### src/rtl/mire_writer.sv
// mire_writer: Wishbone classic master that continuously fills the SDRAM
// framebuffer with a white 16-pixel grid on black ("mire").
//
// Ports:
//   sys_clk, sys_rst_n : system clock, asynchronous active-low reset
//   en                 : level enable; writing pauses at a pixel boundary when low
//   wshb_*             : Wishbone master signals (classic single writes)
//   frame_done         : one-cycle pulse after the last pixel of a frame is written
//   err_flag           : sticky, set by any slave error, cleared only by reset
//
// The bus is released for one cycle after every BURST_LEN accepted writes and
// after every retry, giving the arbiter a chance to serve the VGA reader.
module mire_writer #(
    parameter int unsigned HDISP     = 800,
    parameter int unsigned VDISP     = 480,
    parameter logic [31:0] BASE_ADDR = 32'h0000_0000,
    parameter int unsigned BURST_LEN = 64
) (
    input  logic        sys_clk,
    input  logic        sys_rst_n,
    input  logic        en,
    output logic        wshb_cyc,
    output logic        wshb_stb,
    output logic        wshb_we,
    output logic [3:0]  wshb_sel,
    output logic [2:0]  wshb_cti,
    output logic [1:0]  wshb_bte,
    output logic [31:0] wshb_adr,
    output logic [31:0] wshb_dat_ms,
    input  logic        wshb_ack,
    input  logic        wshb_err,
    input  logic        wshb_rty,
    output logic        frame_done,
    output logic        err_flag
);

    localparam int unsigned XW = (HDISP > 1) ? $clog2(HDISP) : 1;
    localparam int unsigned YW = (VDISP > 1) ? $clog2(VDISP) : 1;
    localparam int unsigned BW = $clog2(BURST_LEN + 1);
    localparam logic [XW-1:0] X_LAST    = XW'(HDISP - 1);
    localparam logic [YW-1:0] Y_LAST    = YW'(VDISP - 1);
    localparam logic [BW-1:0] BURST_MAX = BW'(BURST_LEN);

    typedef enum logic [1:0] {
        S_IDLE  = 2'd0,
        S_WRITE = 2'd1,
        S_PAUSE = 2'd2
    } state_t;

    // Grid pixel: white when on a 16-pixel column or row boundary.
    function automatic logic [31:0] pattern(input logic [XW-1:0] px, input logic [YW-1:0] py);
        logic [15:0] xe;
        logic [15:0] ye;
        xe = 16'(px);
        ye = 16'(py);
        if ((xe[3:0] == 4'd0) || (ye[3:0] == 4'd0)) begin
            return 32'h00FF_FFFF;
        end else begin
            return 32'h0000_0000;
        end
    endfunction

    state_t        state_q, state_d;
    logic [XW-1:0] x_q, x_d;
    logic [YW-1:0] y_q, y_d;
    logic [BW-1:0] burst_q, burst_d;
    logic          cyc_q, cyc_d;
    logic [31:0]   adr_q, adr_d;
    logic [31:0]   dat_q, dat_d;
    logic          frame_done_q, frame_done_d;
    logic          err_flag_q, err_flag_d;

    logic [XW-1:0] x_nxt_s;
    logic [YW-1:0] y_nxt_s;
    logic          wrap_s;
    logic [BW-1:0] burst_inc_s;

    // Raster position following the current one; wrap_s marks the frame's last pixel.
    always_comb begin
        if (x_q == X_LAST) begin
            x_nxt_s = {XW{1'b0}};
            if (y_q == Y_LAST) begin
                y_nxt_s = {YW{1'b0}};
                wrap_s  = 1'b1;
            end else begin
                y_nxt_s = y_q + YW'(1);
                wrap_s  = 1'b0;
            end
        end else begin
            x_nxt_s = x_q + XW'(1);
            y_nxt_s = y_q;
            wrap_s  = 1'b0;
        end
    end

    // Next-state logic for the FSM, raster counters and registered bus outputs.
    always_comb begin
        state_d      = state_q;
        x_d          = x_q;
        y_d          = y_q;
        burst_d      = burst_q;
        cyc_d        = cyc_q;
        adr_d        = adr_q;
        dat_d        = dat_q;
        frame_done_d = 1'b0;
        err_flag_d   = err_flag_q;
        burst_inc_s  = burst_q + BW'(1);
        case (state_q)
            S_IDLE: begin
                burst_d = {BW{1'b0}};
                if (en) begin
                    state_d = S_WRITE;
                    cyc_d   = 1'b1;
                end else begin
                    state_d = S_IDLE;
                    cyc_d   = 1'b0;
                end
            end
            S_WRITE: begin
                if (wshb_ack || wshb_err) begin
                    // Error is not retried: the pixel is considered consumed.
                    x_d          = x_nxt_s;
                    y_d          = y_nxt_s;
                    adr_d        = wrap_s ? BASE_ADDR : (adr_q + 32'd4);
                    dat_d        = pattern(x_nxt_s, y_nxt_s);
                    frame_done_d = wrap_s;
                    if (wshb_err) begin
                        err_flag_d = 1'b1;
                    end else begin
                        err_flag_d = err_flag_q;
                    end
                    if (!en) begin
                        state_d = S_IDLE;
                        cyc_d   = 1'b0;
                        burst_d = {BW{1'b0}};
                    end else if (burst_inc_s == BURST_MAX) begin
                        state_d = S_PAUSE;
                        cyc_d   = 1'b0;
                        burst_d = {BW{1'b0}};
                    end else begin
                        state_d = S_WRITE;
                        cyc_d   = 1'b1;
                        burst_d = burst_inc_s;
                    end
                end else if (wshb_rty) begin
                    // Same pixel is reissued after the one-cycle release.
                    state_d = S_PAUSE;
                    cyc_d   = 1'b0;
                end else begin
                    state_d = S_WRITE;
                    cyc_d   = 1'b1;
                end
            end
            S_PAUSE: begin
                if (en) begin
                    state_d = S_WRITE;
                    cyc_d   = 1'b1;
                end else begin
                    state_d = S_IDLE;
                    cyc_d   = 1'b0;
                    burst_d = {BW{1'b0}};
                end
            end
            default: begin
                state_d = S_IDLE;
                cyc_d   = 1'b0;
                burst_d = {BW{1'b0}};
            end
        endcase
    end

    // State and output registers.
    always_ff @(posedge sys_clk or negedge sys_rst_n) begin
        if (!sys_rst_n) begin
            state_q      <= S_IDLE;
            x_q          <= {XW{1'b0}};
            y_q          <= {YW{1'b0}};
            burst_q      <= {BW{1'b0}};
            cyc_q        <= 1'b0;
            adr_q        <= BASE_ADDR;
            dat_q        <= 32'h00FF_FFFF;
            frame_done_q <= 1'b0;
            err_flag_q   <= 1'b0;
        end else begin
            state_q      <= state_d;
            x_q          <= x_d;
            y_q          <= y_d;
            burst_q      <= burst_d;
            cyc_q        <= cyc_d;
            adr_q        <= adr_d;
            dat_q        <= dat_d;
            frame_done_q <= frame_done_d;
            err_flag_q   <= err_flag_d;
        end
    end

    assign wshb_cyc    = cyc_q;
    assign wshb_stb    = cyc_q;
    assign wshb_we     = cyc_q;
    assign wshb_sel    = 4'hF;
    assign wshb_cti    = 3'b000;
    assign wshb_bte    = 2'b00;
    assign wshb_adr    = adr_q;
    assign wshb_dat_ms = dat_q;
    assign frame_done  = frame_done_q;
    assign err_flag    = err_flag_q;

endmodule

### config.mk
export PLATFORM = sky130hd
export DESIGN_NAME = mire_writer
export DESIGN_NICKNAME = d
export VERILOG_FILES = /design/src/rtl/mire_writer.sv
export SDC_FILE = /design/constraint.sdc
export NUM_CORES = 1
export LEC_CHECK = 0
export ABC_AREA = 1
export CAP_MARGIN = 40
export CORE_MARGIN = 4
export CORE_UTILIZATION = 26
export CTS_CLUSTER_SIZE = 28
export DETAILED_ROUTE_END_ITERATION = 10
export GPL_ROUTABILITY_DRIVEN = 0
export MAX_ROUTING_LAYER = met4
export PLACE_DENSITY = 0.54
export SLEW_MARGIN = 20
export SYNTH_ARGS = -nofsm -noshare
export SYNTH_HDL_FRONTEND = slang
export SYNTH_SLANG_ARGS = --single-unit
### constraint.sdc
create_clock -name sys_clk -period 1.8 [get_ports sys_clk]
set_input_delay 0.36 -clock sys_clk [delete_from_list [all_inputs] [get_ports sys_clk]]
set_output_delay 0.36 -clock sys_clk [all_outputs]
set_load 0.05 [all_outputs]
==> impl_results.md <==
- Total power density per cell area: 1100 mW/mm^2
- DRC errors left: 0
- Top Ports: 84
- EDFF count, synth: 0
- Worst R2R Path Depth: 9
- DRT iter0 DRCs: 132
- DIE AREA: 0.0187 mm^2
- Power share of the sequential group: just under 30%
- Top cells by instance count after synthesis: 159 x nand2_1, 61 x inv_1, 61 x nor2_1, 60 x dfrtp_1, 45 x buf_4
- Via Count: 3617
- CTS Hold Bufs: 0
- Worst R2R Setup Slack: about 0.14 ns
- Initial Util: between 20 and 30%
- Layout Skew: a little over 0.007 ns
- Worst-Skew Late Latency: 0.33 ns
- Gr usage total: between 10% and 20%
- Detailed-placement wirelength estimate: 7.96 mm
- DR vias/cell: between 4 and 5
- WP depth: 2
- Crit Path Category: register to primary output
- CP delay by family, top: flip-flops
- Sw Ratio: roughly 40%
- Cells after synthesis: 582
- Layout Cells excl Fill: about 860
- Slowest stage delay, CP: between 0.5 and 0.6 ns
- Vias in the first global route: roughly 3500
- CTS Sinks: between 60 and 70
- R2r startpoint: x_q[1]
- Predominant post-synthesis flop cell: dfrtp_1
- Yosys warnings: 0
- Final Worst Setup Slack: roughly 0.092 ns
- Die width: between 100 and 150 um
- Kind of launch point of the worst setup path: register
- Filler cell count: 1697
- Core Box Area: between 0.015 and 0.02 mm^2
- Clk buf depth: 2
- Number of antenna violations at the first check in global routing: 0
- Clock Pin Slew Worst Setup and Hold Paths: ~0.050 ns
- Synth area leaders: dfrtp_1 35%, nand2_1 14%, buf_4 7.8%
- Post-DRT Antenna Nets: 0
- Worst Hold Class: input port to async pin
- Syn Area/Cell: between 7 and 8 um^2
- Largest area contributor in the netlist: dfrtp_1
- Worst reg2reg path endpoint: wshb_adr[4]
- Post-synth design cell area: roughly 0.0043 mm^2
- Crit-path most repeated cell: buf_12
- Switching Power: about 2500 uW
- Slowest cell on crit path: dfstp_2
- Avg WL per Cell: between 10 and 15 um
- Drt pass-1 iters: 4
- CTS tree: done
- Total grt overflow: 0
- Tmin final: around 1.7 ns
- Layout cells sized above 1: around a quarter
- Row count: between 40 and 50
- Flops & latches, synth: 61
- Pin count of the biggest net entering global routing: between 60 and 70
- Crit. End Element: primary output
- Root Buffer: clkbuf_16
- P_int: 3630 uW
- CP Cell Sequence: buf_12, buf_12
- CP Max Fanout: 24
- Crit share post-route: between 90% and 100%
- H-tree levels: 3
- Logic pwr share: between 40% and 50%
- Final setup fails: 0
- Final Max Tran Viols: 0
- Fin Setup TNS: 0 ns
- Postcts setup bufs: 0
- Count leader, synth: nand2_1
- Clk pwr share: around 28%
- Top cell type's share of synthesized area: a little over a third
- Placed Cells: 847
- Port Buffers: 64
- Area growth from synthesis to layout: 29.0%
- Post-CTS Resized: 0
- Die Ht: roughly 140 um
- Total CTS buffers: 9
- Post-synthesis sequential area ratio: a little over a third
- WP data required: approximately 1.4 ns
- Unrepaired setup endpoints after global routing: no
- Post-place setup slack: -0.0255 ns
- Synth cell types: 43
- Peak VDD IR: around 1000 uV
- F_max: just under 0.6 GHz
- N_diodes: 0
- Pleak: 0.00265 uW
- Status: finished clean
- Async SR Flop Fraction: between 90% and 100%
- Crit path buf inv count: 2
- Final WL: 10.4 mm
- Worst EP arrival: approximately 1.4 ns
- Max cap viols: 0
- First-pass GRT wire length: approximately 17 mm
- Fin nets: 652
- Final Hold Vio Count: 0
final cells by class:
class                      instances  area [um^2]  share of cell area (%)
sequential                        61         1530                    27.5
clock buffer                      13          280                    5.03
inverter                          73          274                    4.92
multi-input combinational        412         2160                    38.8
tap                              216          270                    4.86
clock inverter                     3         17.5                   0.315
timing repair buffer              85         1030                    18.6
registers in the layout, summed over array words and instances, names as in the netlist:
register / cells
burst_q: 7
err_flag: 1
frame_done: 1
state_q: 2
wshb_adr: 30
wshb_dat_ms: 1
x_q: 10
y_q: 9
worst max path at each step:
stage,from,end,slack [ns]
after floorplan,wshb_adr[3],wshb_adr[20],0.10
final,wshb_dat_ms[22],wshb_dat_ms[1],0.09
after global placement,wshb_err,wshb_adr[19],-0.02
after global routing,x_q[1],y_q[5],0.01
after CTS,wshb_dat_ms[22],wshb_dat_ms[13],0.06
after detailed placement,wshb_ack,wshb_adr[26],-0.03
metal layers:
layer | wire length, um | vias up | track usage (%)
met3 | 532 | 12 | 1.73
met4 | 199 | 0 | 5.38
li1 | - | 1893 | -
met1 | 5180 | 1635 | 16.7
met5 | 0 | - | -
met2 | 4450 | 77 | 17.1
stage by stage:
| step | hold WS, ns | util [%] | area (um^2) | power [uW] |
|---|---|---|---|---|
| floorplan | 0.0644 | - | 4380 | 3570 |
| global placement | 0.406 | 32.8 | 5270 | 4470 |
| detailed placement | 0.409 | 32.8 | 5270 | 4480 |
| CTS | 0.0632 | 34.7 | 5570 | 6210 |
| global route | 0.0854 | 34.7 | 5570 | 6460 |
| finish | 0.0398 | 34.7 | 5570 | 6140 |
power by group through the flow:
stage	sequential, uW	combinational, uW	clock [uW]
2_1_floorplan	2130	1450	0
3_3_place_gp	1800	2670	0
3_5_place_dp	1800	2680	0
4_1_cts	1780	2680	1740
5_1_grt	1820	2840	1790
6_report	1780	2660	1700
cells by family (layout without fill, tap and decap cells):
group,Yosys count,in the layout,share of synthesized area [%]
buffers and inverters,126,174,16.0
flip-flops,61,61,35.4
other,2,19,0.174
multiplexers,1,1,0.232
XOR/XNOR,14,14,2.84
AND/OR/NAND/NOR,329,329,37.9
AO/OA/AOI/OAI,45,45,6.26
adder cells (fa/ha/maj),4,4,1.16
layout by cell type, fill, tap and decap left out, types with 2 or more instances in the layout:
cell / n
o22ai_1: 3
nor2_2: 9
ha_1: 4
dfrtp_2: 2
conb_1: 19
nand2_4: 5
nor3_2: 2
nand4_1: 14
nor3_1: 6
xnor2_1: 2
inv_1: 61
clkinv_1: 2
or2_1: 2
nand3_1: 44
inv_2: 10
clkdlybuf4s50_1: 4
clkinv_2: 2
o21ai_1: 16
nand3b_1: 3
nor2_8: 5
clkbuf_8: 4
o21bai_1: 2
clkbuf_16: 9
nand2_1: 159
nor2_1: 61
buf_12: 31
xor2_1: 12
nor2_4: 6
or2_2: 2
nand2_2: 3
buf_4: 49
nand3_2: 4
a21oi_1: 6
o21ai_2: 3
o21ai_0: 11
dfrtp_1: 58
worst reg2reg max path, delay by kind of cell, from the launching register on:
family        cells  cell delay, ns
fa+ha+maj         1            0.21
flops             1            0.38
simple gates      6            0.74
buf+inv           2            0.23
Note: power is estimated with default switching activity, not from simulation.
